## config.mk

```make
export PLATFORM = sky130hd
export DESIGN_NAME = servo_pose_sequencer
export DESIGN_NICKNAME = d
export VERILOG_FILES = /design/src/rtl/servo_pkg.sv /design/src/rtl/servo_frame_timer.sv /design/src/rtl/servo_pose_sequencer.sv
export SDC_FILE = /design/constraint.sdc
export NUM_CORES = 1
export LEC_CHECK = 0
export ABC_AREA = 1
export CORE_MARGIN = 8
export CORE_UTILIZATION = 45
export DETAILED_ROUTE_END_ITERATION = 8
export HOLD_SLACK_MARGIN = 0.08
export SYNTH_ARGS = -nofsm -noshare
export SYNTH_HDL_FRONTEND = slang
export SYNTH_SLANG_ARGS = --single-unit
```

## constraint.sdc

```tcl
create_clock -name clk -period 10.5 [get_ports clk]
set_input_delay 1.575 -clock clk [delete_from_list [all_inputs] [get_ports clk]]
set_output_delay 1.575 -clock clk [all_outputs]
set_load 0.05 [all_outputs]
```

## src/rtl/servo_pkg.sv

```systemverilog
// Shared constants, types and the angle-to-pulse-width helper for the servo
// pose sequencer and its frame timer.
package servo_pkg;

    localparam logic [31:0] MIN_DUTY            = 32'd35000;
    localparam logic [31:0] DUTY_PER_DEG        = 32'd500;
    localparam logic [7:0]  MAX_ANGLE           = 8'd180;
    localparam logic [31:0] PARK_DUTY           = 32'd80000;
    localparam int          DEFAULT_FRAME_TICKS = 1000001;

    typedef enum logic [1:0] {
        IDLE  = 2'd0,
        LOAD  = 2'd1,
        DWELL = 2'd2
    } state_t;

    typedef struct packed {
        logic [7:0] angle;
        logic [7:0] dwell;
    } pose_t;

    // Out-of-range angles saturate at the mechanical end stop.
    function automatic logic [31:0] angle_to_duty(input logic [7:0] angle);
        logic [7:0] a;
        a = (angle > MAX_ANGLE) ? MAX_ANGLE : angle;
        return MIN_DUTY + ({24'd0, a} * DUTY_PER_DEG);
    endfunction

endpackage

```

## src/rtl/servo_frame_timer.sv

```systemverilog
// Free-running frame counter; emits a one-cycle strobe while the count sits at
// FRAME_TICKS-1 so playback stays in phase with the downstream PWM period.
module servo_frame_timer #(
    parameter int FRAME_TICKS = 1000001
) (
    input  logic clk,
    input  logic reset,
    output logic tick
);
    localparam int CW = $clog2(FRAME_TICKS);

    logic [CW-1:0] cnt_r;
    logic          tick_r;

    // Counter wraps after FRAME_TICKS-1; the strobe is pre-decoded one count early.
    always_ff @(posedge clk) begin
        if (!reset) begin
            cnt_r  <= '0;
            tick_r <= 1'b0;
        end else begin
            if (cnt_r == CW'(FRAME_TICKS - 1)) begin
                cnt_r <= '0;
            end else begin
                cnt_r <= cnt_r + CW'(1);
            end
            tick_r <= (cnt_r == CW'(FRAME_TICKS - 2));
        end
    end

    assign tick = tick_r;

endmodule

```

## src/rtl/servo_pose_sequencer.sv

```systemverilog
// Pose table plus playback FSM feeding the servo PWM generator's duty input.
// Poses are written while idle and replayed one per dwell period of frame ticks.
module servo_pose_sequencer
    import servo_pkg::*;
#(
    parameter int DEPTH       = 16,
    parameter int FRAME_TICKS = DEFAULT_FRAME_TICKS
) (
    input  logic                     clk,
    input  logic                     reset,
    input  logic                     wr_valid,
    output logic                     wr_ready,
    input  logic [7:0]               wr_angle,
    input  logic [7:0]               wr_dwell,
    input  logic                     clear,
    input  logic                     start,
    input  logic                     stop,
    input  logic                     loop_en,
    output logic [31:0]              duty,
    output logic                     busy,
    output logic                     done,
    output logic [$clog2(DEPTH)-1:0] pose_idx,
    output logic [$clog2(DEPTH):0]   count
);
    localparam int IDX_W = $clog2(DEPTH);
    localparam int CNT_W = IDX_W + 1;

    state_t             state_r, state_s;
    logic [IDX_W-1:0]   pose_idx_r, idx_s;
    logic [CNT_W-1:0]   count_r, count_s;
    logic [7:0]         dwell_r, dwell_s;
    logic [31:0]        duty_r, duty_s;
    logic               done_r, done_s;
    logic               busy_r;
    logic               tick_s;
    logic               wr_ready_s, wr_fire_s, last_s;
    pose_t              cur_s;
    pose_t              table_r [DEPTH];

    servo_frame_timer #(.FRAME_TICKS(FRAME_TICKS)) u_frame_timer (
        .clk   (clk),
        .reset (reset),
        .tick  (tick_s)
    );

    // Write handshake, table occupancy and playback next-state logic.
    always_comb begin
        state_s    = state_r;
        idx_s      = pose_idx_r;
        dwell_s    = dwell_r;
        duty_s     = duty_r;
        done_s     = 1'b0;
        count_s    = count_r;
        cur_s      = table_r[pose_idx_r];
        last_s     = ({1'b0, pose_idx_r} == (count_r - CNT_W'(1)));
        wr_ready_s = (state_r == IDLE) && (count_r < CNT_W'(DEPTH)) && !clear;
        wr_fire_s  = wr_valid && wr_ready_s;

        if ((state_r == IDLE) && clear) begin
            count_s = '0;
        end else if (wr_fire_s) begin
            count_s = count_r + CNT_W'(1);
        end else begin
            count_s = count_r;
        end

        case (state_r)
            IDLE: begin
                if (stop) begin
                    state_s = IDLE;
                end else if (start && (count_r != '0)) begin
                    state_s = LOAD;
                    idx_s   = '0;
                end else begin
                    state_s = IDLE;
                end
            end
            LOAD: begin
                if (stop) begin
                    state_s = IDLE;
                end else begin
                    duty_s  = angle_to_duty(cur_s.angle);
                    dwell_s = (cur_s.dwell == 8'd0) ? 8'd1 : cur_s.dwell;
                    state_s = DWELL;
                end
            end
            DWELL: begin
                if (stop) begin
                    state_s = IDLE;
                end else if (tick_s) begin
                    // loop_en is looked at only here, so it may change mid-playback.
                    if (dwell_r != 8'd1) begin
                        dwell_s = dwell_r - 8'd1;
                    end else if (!last_s) begin
                        idx_s   = pose_idx_r + IDX_W'(1);
                        state_s = LOAD;
                    end else if (loop_en) begin
                        idx_s   = '0;
                        state_s = LOAD;
                    end else begin
                        state_s = IDLE;
                        done_s  = 1'b1;
                    end
                end else begin
                    state_s = DWELL;
                end
            end
            default: begin
                state_s = IDLE;
            end
        endcase
    end

    // Pose table storage; only entries below count_r hold meaningful data.
    always_ff @(posedge clk) begin
        if (wr_fire_s) begin
            table_r[count_r[IDX_W-1:0]] <= {wr_angle, wr_dwell};
        end
    end

    // State and output registers.
    always_ff @(posedge clk) begin
        if (!reset) begin
            state_r    <= IDLE;
            pose_idx_r <= '0;
            count_r    <= '0;
            dwell_r    <= 8'd0;
            duty_r     <= PARK_DUTY;
            done_r     <= 1'b0;
            busy_r     <= 1'b0;
        end else begin
            state_r    <= state_s;
            pose_idx_r <= idx_s;
            count_r    <= count_s;
            dwell_r    <= dwell_s;
            duty_r     <= duty_s;
            done_r     <= done_s;
            busy_r     <= (state_s != IDLE);
        end
    end

    assign wr_ready = wr_ready_s;
    assign duty     = duty_r;
    assign busy     = busy_r;
    assign done     = done_r;
    assign pose_idx = pose_idx_r;
    assign count    = count_r;

endmodule
```

# Word-level counts from Yosys, hierarchy flattened
# Memories as Yosys holds them, arrays and structs flattened. A register that Yosys moved wholly into a read port is not among the register bits.
# Index checks and enable logic that the tools add are counted.
word_totals:
  in_bits: 23
  output_inout_bits: 44
  memories: 1
  register_bits: 74
  ramBits: 256
  elab_cells: 85
mem_list:
  columns: ["name", "words", "word_bits", "rd", "rd_clocked_by_memory_dff", "write_ports", "line_no", "text"]
  rows:
  - ["table_r", 16, 16, 1, 1, 1, "servo_pose_sequencer.sv:38", "pose_t table_r [DEPTH];"]
classes:
  add_sub_neg: 6
  mul: 1
  mux: 29
  magnitude_cmp: 2
  n_eq_ne: 14
  reduce_logical: 18
  bitwise_logic: 5
ops:
  columns: ["operator", "n"]
  rows:
  - ["two-way mux 8 bit", 6]
  - ["equality test 20 bit, second input constant", 2]
  - ["two-way mux 4 bit", 9]
  - ["adder 20 x 1 -> 20 bit, second input constant", 1]
  - ["adder 16 x 17 -> 18 bit, first input constant", 1]
  - ["case mux 8 bit (2 select lines)", 1]
  - ["multiplier 8 x 7 -> 15 bit, second input constant", 1]
  - ["!= test 2 bit, second input constant", 5]
  - ["> comparator 8 bit, second input constant", 1]
  - ["zero test 8 bit", 1]
  - ["two-way mux 2 bit", 4]
  - ["!= test 8 x 1 -> 1 bit, second input constant", 1]
  - ["case mux 4 bit (2 select lines)", 1]
  - ["subtractor 8 x 1 -> 8 bit, second input constant", 1]
  - ["two-way mux 1 bit", 7]
  - ["AND reduction 7 bit", 1]
  - ["case mux 2 bit (3 select lines)", 1]
  - ["nonzero test 2 bit", 3]
  - ["OR reduction 6 bit", 1]
  - ["adder 5 x 1 -> 5 bit, second input constant", 1]
  - ["equality test 4 x 5 -> 1 bit", 1]
  - ["logical AND 1 bit", 5]
  - ["less-than comparator 5 bit, second input constant", 1]
  - ["inverter 1 bit", 5]
  - ["other kinds (12)", 14]

# Depth between registers and ports, before layout
depth:
  word_depth: 9
  depth_mapped: 43

# By module
# Synthesis repeated with hierarchy kept, for this count alone.
hier_totals:
  cells_unflattened: 1541
  hier_area_um2: 15399.8
modules_own_cells:
  columns: ["mod", "area_each_um2", "cells_each", "instances", "seq_area_each_um2"]
  rows:
  - ["servo_pose_sequencer", 14248.7, 1375, 1, 8508.2]
  - ["servo_frame_timer", 1151.1, 166, 1, 420.4]

# Worst setup path after synthesis
# No wires, ideal clock.
synth_timing:
  path_kind: "register to register"
  start: "register with a tool-made name"
  end: "register duty_r[14], in the netlist duty[14]"
  setup_time_ps: 109
  path_slack_ps: 5005
  path_buffers: 2
  synth_period_minus_slack_ps: 5495
  t_required_ps: 10391
  arrival_time_ps: 5386
  stages_incl_launch_ff: 36
  cell_sequence: "dfxtp_1 > buf_4 > inv_2 > buf_2 > nand2_1 > nand3_1 > nand3_1 > nand2_2 > inv_1 > nor2_1 > nand3_1 > nand2_1 > nand2_4 > nand2_1 > inv_1 > fa_1 > xnor2_1 > ha_1 > fa_1 > inv_1 > fa_1 > inv_1 > ha_1 > a21oi_1 > o21bai_1 > a21oi_1 > xor2_1 > nand3_1 > nor2_1 > nand3_1 > nand2_2 > nand2_1 > nand2_1 > nand3_1 > nand2_1 > inv_1"
synth_lines:
  columns: ["item", "line_no", "text"]
  rows:
  - ["to (signal assigned)", "servo_pose_sequencer.sv:136", "duty_r <= duty_s;"]
  - ["to (decl)", "servo_pose_sequencer.sv:32", "logic [31:0] duty_r, duty_s;"]

==> flow_summary.html <==
<table>
<tr><th>Metric</th><th>Value</th></tr>
<tr><th colspan="2">Outcome</th></tr>
<tr><td>Result of the run</td><td>completed</td></tr>
<tr><th colspan="2">GRT</th></tr>
<tr><td>Wire length of the first global-routing pass</td><td>58000 um</td></tr>
<tr><td>Largest net degree at the start of global routing</td><td>72</td></tr>
<tr><td>All-layer global routing usage</td><td>18.7%</td></tr>
<tr><td>Global-route congestion overflow total</td><td>0</td></tr>
<tr><td>Number of antenna violations at the first check in global routing</td><td>0</td></tr>
<tr><td>Vias in the first global route</td><td>10386</td></tr>
<tr><th colspan="2">Placement</th></tr>
<tr><td>Post-DP HPWL</td><td>around 22000 um</td></tr>
<tr><td>Final estimated routing congestion in global placement</td><td>0.794</td></tr>
<tr><td>Number of buffers inserted by port buffering</td><td>50</td></tr>
<tr><th colspan="2">Floorplan</th></tr>
<tr><td>Width of the chip</td><td>around 200 um</td></tr>
<tr><td>Count of pins on the block boundary</td><td>67</td></tr>
<tr><td>Die ar.</td><td>0.0399 mm2</td></tr>
<tr><td>Overall die height</td><td>200 um</td></tr>
<tr><td>Starting utilization of the core area</td><td>between 40% and 50%</td></tr>
<tr><td>CORE AREA</td><td>0.0334 mm2</td></tr>
<tr><td>Cell Rows</td><td>67</td></tr>
<tr><th colspan="2">Setup path</th></tr>
<tr><td>Critical path required time</td><td>10.91 ns</td></tr>
<tr><td>Total buffers and inverters traversed by the critical path</td><td>7</td></tr>
<tr><td>Type of element capturing the critical path</td><td>flip-flop</td></tr>
<tr><td>Critical Path Source Type</td><td>flip-flop</td></tr>
<tr><td>Maximum single-stage delay on the critical path</td><td>roughly 0.9 ns</td></tr>
<tr><td>Worst path most repeated cell</td><td>sky130_fd_sc_hd__nand2_1</td></tr>
<tr><td>Data arrival time at the worst-slack endpoint</td><td>~8 ns</td></tr>
<tr><td>Start-to-end type of the worst setup path</td><td>reg -&gt; reg</td></tr>
<tr><td>Gate family responsible for the most delay along the worst path</td><td>adder cells</td></tr>
<tr><td>Maximum fanout encountered on the critical timing path</td><td>71</td></tr>
<tr><td>Slowest CP cell</td><td>sky130_fd_sc_hd__clkinv_2</td></tr>
<tr><th colspan="2">Timing</th></tr>
<tr><td>Maximum frequency from static timing analysis</td><td>129 MHz</td></tr>
<tr><td>Part of the cycle the worst path needs</td><td>74.0%</td></tr>
<tr><td>Clock period minus final worst setup slack</td><td>about 7.8 ns</td></tr>
<tr><td>Unrepaired setup endpoints after global routing</td><td>false</td></tr>
<tr><td>Setup TNS</td><td>0 ns</td></tr>
<tr><td>Worst Max-Slew Pin Slew</td><td>0.898 ns</td></tr>
<tr><td>Final Hold Vio Count</td><td>0</td></tr>
<tr><td>Skew final</td><td>between 0.01 and 0.015 ns</td></tr>
<tr><td>Setup violators final</td><td>0</td></tr>
<tr><td>Worst slew margin relative to its limit</td><td>approximately 40%</td></tr>
<tr><td>Number of max-slew violations in the final report</td><td>0</td></tr>
<tr><th colspan="2">Clock tree</th></tr>
<tr><td>Skew-Pair Late Insertion Delay</td><td>0.52 ns</td></tr>
<tr><td>Number of clock sinks seen by CTS</td><td>318</td></tr>
<tr><td>CTS tree</td><td>yes</td></tr>
<tr><td>Count of hold buffers inserted by post-cts repair</td><td>0</td></tr>
<tr><td>Register clock-pin slew on the reported worst setup and hold paths</td><td>0.06 ns</td></tr>
<tr><td>Max Root-Sink Buffers</td><td>3</td></tr>
<tr><td>Post-CTS setup buffer count</td><td>0</td></tr>
<tr><td>Number of buffers created by CTS</td><td>35</td></tr>
<tr><td>Resize count post-CTS</td><td>0</td></tr>
<tr><td>Depth of the CTS H-tree</td><td>2</td></tr>
<tr><td>CTS Root Cell</td><td>sky130_fd_sc_hd__clkbuf_16</td></tr>
<tr><th colspan="2">Yosys</th></tr>
<tr><td>Yosys reg bits</td><td>~320</td></tr>
<tr><td>Top flip-flop cell by instance count after synthesis</td><td>sky130_fd_sc_hd__edfxtp_1</td></tr>
<tr><td>Seq/Total Area, Yosys</td><td>between 50% and 60%</td></tr>
<tr><td>Number of synthesized flops with an enable pin</td><td>around 260</td></tr>
<tr><td>Cell Area, Synth</td><td>approximately 0.015 mm2</td></tr>
<tr><td>Syn. warnings</td><td>0</td></tr>
<tr><td>Distinct cells, synth</td><td>47</td></tr>
<tr><td>Gate Count Post-Synth</td><td>1504</td></tr>
<tr><td>Avg Inst Size Synth</td><td>10.1 um2</td></tr>
<tr><td>Share of flip-flops with an asynchronous set or reset</td><td>0%</td></tr>
<tr><th colspan="2">Routing</th></tr>
<tr><td>Per-cell routed wire length</td><td>~18 um</td></tr>
<tr><td>Vias per cell</td><td>5.21</td></tr>
<tr><td>Total via count after detailed routing</td><td>10563</td></tr>
<tr><td>First-pass iteration count of the detailed router</td><td>5</td></tr>
<tr><td>Final Routed Wirelength</td><td>36900 um</td></tr>
<tr><td>First-iteration detailed-routing DRC count</td><td>802</td></tr>
<tr><td>Remaining antenna violation count after routing</td><td>0</td></tr>
<tr><td>Drt drc</td><td>0</td></tr>
<tr><th colspan="2">Finish</th></tr>
<tr><td>Layout cells sized above 1</td><td>7.03%</td></tr>
<tr><td>Fillcell total</td><td>2984</td></tr>
<tr><td>Commonest non-fill, non-tap cell in the layout</td><td>sky130_fd_sc_hd__nand2_1</td></tr>
<tr><td>Leading cell types in the layout, fill and taps excluded</td><td>sky130_fd_sc_hd__nand2_1, sky130_fd_sc_hd__edfxtp_1, sky130_fd_sc_hd__inv_1, sky130_fd_sc_hd__nor2_1, sky130_fd_sc_hd__nand3_1</td></tr>
<tr><td>Post-layout nets</td><td>1641</td></tr>
<tr><td>Ant. Diodes</td><td>0</td></tr>
<tr><td>Area growth from synthesis to layout</td><td>13.1%</td></tr>
<tr><th colspan="2">Power and ir drop</th></tr>
<tr><td>Total power after layout</td><td>0.00434 W</td></tr>
<tr><td>Maximum ir drop on the vdd rail</td><td>315 uV</td></tr>
<tr><td>Leak Pwr</td><td>6.67 nW</td></tr>
<tr><td>Pwr per Cell Area</td><td>252 mW/mm2</td></tr>
<tr><th colspan="2">Run</th></tr>
<tr><td>Max-cap viol count</td><td>0</td></tr>
<tr><th colspan="2">Min path</th></tr>
<tr><td>Hold Path Class</td><td>reg -&gt; reg</td></tr>
</table>
## final timing paths
check,from,to,slack [ns],cells after the start
max,flip-flop,duty[14],2.73,36
min,u_frame_timer.cnt_r[0],u_frame_timer.cnt_r[0],0.46,1
max reg2reg,flip-flop,duty[14],2.73,36
min reg2reg,u_frame_timer.cnt_r[0],u_frame_timer.cnt_r[0],0.46,1
## metal layers
metal	GRT usage, %	wire length, um	up-vias
li1	-	-	5157
met4	4.93	756	0
met3	2.60	1710	55
met2	32.6	18500	254
met5	0	0	-
met1	24.3	15900	5097
## state kept, by name (all words and copies together) (netlist names), named ones only
register / flops
busy: 1
count: 5
done: 1
duty: 16
dwell_r: 8
pose_idx: 4
state_r: 2
table_r: 256
u_frame_timer.cnt_r: 20
u_frame_timer.tick: 1
## final cells by class
type / instances / area, um2 / area share [%]
Multi-Input combinational cell: 931 / 5160 / 30.0
Tap cell: 448 / 561 / 3.26
Inverter: 192 / 722 / 4.20
Sequential cell: 318 / 8930 / 51.9
Timing Repair Buffer: 74 / 681 / 3.96
Clock inverter: 19 / 178 / 1.03
Clock buffer: 44 / 962 / 5.59
## cells by family after synthesis
group,after synthesis,share of synthesized area (%)
simple gates,607,16.9
compound gates,215,8.43
buf+inv,271,8.01
xor+xnor,26,1.50
flops,318,58.7
other cells,1,0.0247
fa+ha+maj,66,6.42
## cells in the mapped netlist (4+ instances only)
cell type	count	area [um2]
sky130_fd_sc_hd__nand2_1	277	1040
sky130_fd_sc_hd__edfxtp_1	256	7690
sky130_fd_sc_hd__inv_1	188	706
sky130_fd_sc_hd__nor2_1	159	597
sky130_fd_sc_hd__nand3_1	115	576
sky130_fd_sc_hd__o21ai_0	92	460
sky130_fd_sc_hd__dfxtp_1	62	1240
sky130_fd_sc_hd__ha_1	46	576
sky130_fd_sc_hd__a21oi_1	43	215
sky130_fd_sc_hd__clkbuf_1	28	105
sky130_fd_sc_hd__buf_4	23	173
sky130_fd_sc_hd__o221ai_1	23	201
sky130_fd_sc_hd__o211ai_1	21	158
sky130_fd_sc_hd__fa_1	20	400
sky130_fd_sc_hd__nor3_1	17	85.1
sky130_fd_sc_hd__buf_2	14	70.1
sky130_fd_sc_hd__xor2_1	14	123
sky130_fd_sc_hd__buf_6	13	146
sky130_fd_sc_hd__xnor2_1	12	105
sky130_fd_sc_hd__nand4_1	10	62.6
sky130_fd_sc_hd__o21ai_1	9	45.0
sky130_fd_sc_hd__a31oi_1	6	37.5
sky130_fd_sc_hd__nand2_2	6	37.5
sky130_fd_sc_hd__nor3b_1	6	45.0
sky130_fd_sc_hd__nor4_1	6	37.5
sky130_fd_sc_hd__o22ai_1	5	31.3
sky130_fd_sc_hd__inv_2	4	15.0
sky130_fd_sc_hd__o21bai_1	4	30.0
## report_power, final
part	internal (W)	switching (W)
registers	0.00137	0.00000827
logic	0.000601	0.00115
clock network	0.000726	0.000487
## through the flow
step                setup WS (ns)  instances  hold slack [ns]  util (%)  instance area (um2)
floorplan                    5.01       1520            0.430         -                15300
global placement             2.78       1963            0.442      48.0                16100
detailed placement           2.72       1963            0.450      48.0                16100
CTS                          2.69       2026            0.464      51.4                17200
global route                 1.99       2026            0.504      51.4                17200
finish                       2.73       2026            0.459      51.4                17200
Power figures use the tool's default switching activity.
==> variant: new RTL, same settings <==
The package constant `DEFAULT_FRAME_TICKS` goes from 1000001 to 500000.
--- a/src/rtl/servo_pkg.sv
+++ b/src/rtl/servo_pkg.sv
@@ -6,7 +6,7 @@
     localparam logic [31:0] DUTY_PER_DEG        = 32'd500;
     localparam logic [7:0]  MAX_ANGLE           = 8'd180;
     localparam logic [31:0] PARK_DUTY           = 32'd80000;
-    localparam int          DEFAULT_FRAME_TICKS = 1000001;
+    localparam int          DEFAULT_FRAME_TICKS = 500000;
 
     typedef enum logic [1:0] {
         IDLE  = 2'd0,
Behaviour: no difference found for any inputs over 4 cycles, from zero or initial values and one cycle with reset low; that may be too few to reach the edited logic, so the function may still have changed.
==> variant against the unedited design <==
- synthesized cell count shrank 3.1%
- area after synthesis shrank 1.2%
- via count shrank 3.3%
- final area shrank 1.5%
- worst setup slack gained 43 ps
- wire length shrank 3.6%
- final cell count shrank 2.3%
- power shrank 15%
- non-clock buffer count grew 1
- sequential cell count shrank 1
==> variant: results (changes against the unedited design) <==
| Metric | Value |
|---|---|
| Flop2flop setup slack | 2770 ps (was 2730 ps) |
| Max H-tree Level | 2 (unchanged) |
| Status | finished clean (unchanged) |
| Hold_ws | 464 ps (was 459 ps) |
| Worst vdd ir | 0.000205 V (was 0.000315 V) |
| Worst path arrival time | 8130 ps (was 8180 ps) |
| GPL Wtd Cong | 0.846 (was 0.794) |
| Crit-path max FO | 75 (was 71) |
| Initial DRC Count | 757 (was 802) |
| Worst hold stages | 1 (unchanged) |
| Largest net degree at the start of global routing | 76 (was 72) |
| Clock slew at reported path FFs | 60 ps (about the same) |
| Tot GR Track Use | 0.181 (was 0.187) |
| Async SR Flop Fraction | 0 (unchanged) |
| First-pass GRT wire length | 55900 um (was 58000 um) |
| Leakage power | 6.55 nW (was 6.67 nW) |
| Via count | 10200 (was 10600) |
| Max transition margin | 0.174 (was 0.401) |
| Period minus WS final | 7730 ps (was 7770 ps) |
| Post-cts repair resize count | 0 (unchanged) |
| Layout net count | 1598 (was 1641) |
| HPWL Detailed | 21400 um (was 22100 um) |
| Slowest stage delay, CP | 840 ps (was 880 ps) |
| Top post-synthesis cells by count | edfxtp_1, nand2_1, nor2_1 (was nand2_1, edfxtp_1, inv_1) |
| Sw Share | 0.338 (was 0.379) |
| Main synth FF type | edfxtp_1 (unchanged) |
| Share of cells above drive strength 1 | 0.0777 (was 0.0703) |
| Routed WL | 35600 um (was 36900 um) |
| Yosys cell types | 45 (was 47) |
| Post-Place Setup Slack | 2760 ps (was 2720 ps) |
| Worst clock skew | 14.2 ps (was 11.7 ps) |
| Sequential fraction of the synthesis area | 0.593 (was 0.587) |
| Largest cells by area after synthesis | edfxtp_1, dfxtp_1, nand2_1 (unchanged) |
| Reg2Reg Depth | 34 (was 36) |
| Crit path max-delay cell type | dfxtp_4 (was clkinv_2) |
## variant: cell count changes in the layout (fill, tap and decap cells not counted), sizes merged, moves of 5 or more
cell   before  now
inv       192  174
nand2     284  255
nand3     116  111
nor2      161  175
nor3       18    7
o21ai     102  109
xor2       14   19
## variant: worst reg2reg max path, delay by kind of cell (launching register included)
| kind | cells | cell delay, ps |
|---|---|---|
| compound gates | 1 | 100 |
| buf+inv | 6 | 1770 |
| flops | 1 | 840 |
| fa+ha+maj | 5 | 2340 |
| xor+xnor | 1 | 320 |
| simple gates | 21 | 2270 |
## variant: power by group through the flow
stage / sequential (W) / clock, W / combinational (W)
2_1_floorplan: 0.00140 / 0 / 0.000915
3_3_place_gp: 0.00140 / 0 / 0.00115
3_5_place_dp: 0.00140 / 0 / 0.00116
4_1_cts: 0.00137 / 0.00117 / 0.00118
5_1_grt: 0.00137 / 0.00122 / 0.00134
6_report: 0.00137 / 0.00115 / 0.00118
## variant: final cells by class
type	count	area [um2]
fillers	2987	16200
repair buffers	75	688
clock buffers	42	902
inverters	175	658
flip-flops and latches	317	8910
well taps	448	561
multi-input cells	905	5080
clock inverters	17	151
## variant: worst paths after layout
path	to	from
worst max-delay path	duty[16]$_SDFFE_PN1P_	flip-flop
worst min-delay path	u_frame_timer.cnt_r[0]$_SDFF_PP0_	u_frame_timer.cnt_r[0]$_SDFF_PP0_
worst max register to register	duty[16]$_SDFFE_PN1P_	flip-flop
worst min register to register	u_frame_timer.cnt_r[0]$_SDFF_PP0_	u_frame_timer.cnt_r[0]$_SDFF_PP0_
## variant: through the flow
step	cell area, um2	cells
finish	17000	1979
global route	17000	1979
CTS	17000	1979
detailed placement	15900	1920
global placement	15900	1920
floorplan	15100	1474
## variant: cell families after synthesis
kind of cell	Yosys count	share of synthesized area
AO/OA/AOI/OAI	219	0.0870
XOR/XNOR	31	0.0181
AND/OR/NAND/NOR	572	0.161
buffers and inverters	252	0.0754
other	1	0.000250
flip-flops	317	0.593
adder cells (fa/ha/maj)	66	0.0650
## variant: per-layer routing
metal	share of wire	global-route usage	routed length [um]	vias to the layer above
met3	0.059	0.0294	2100	52
li1	-	-	-	5011
met1	0.45	0.242	16100	4892
met4	0.023	0.0511	801	0
met5	0	0	0	-
met2	0.46	0.302	16500	259
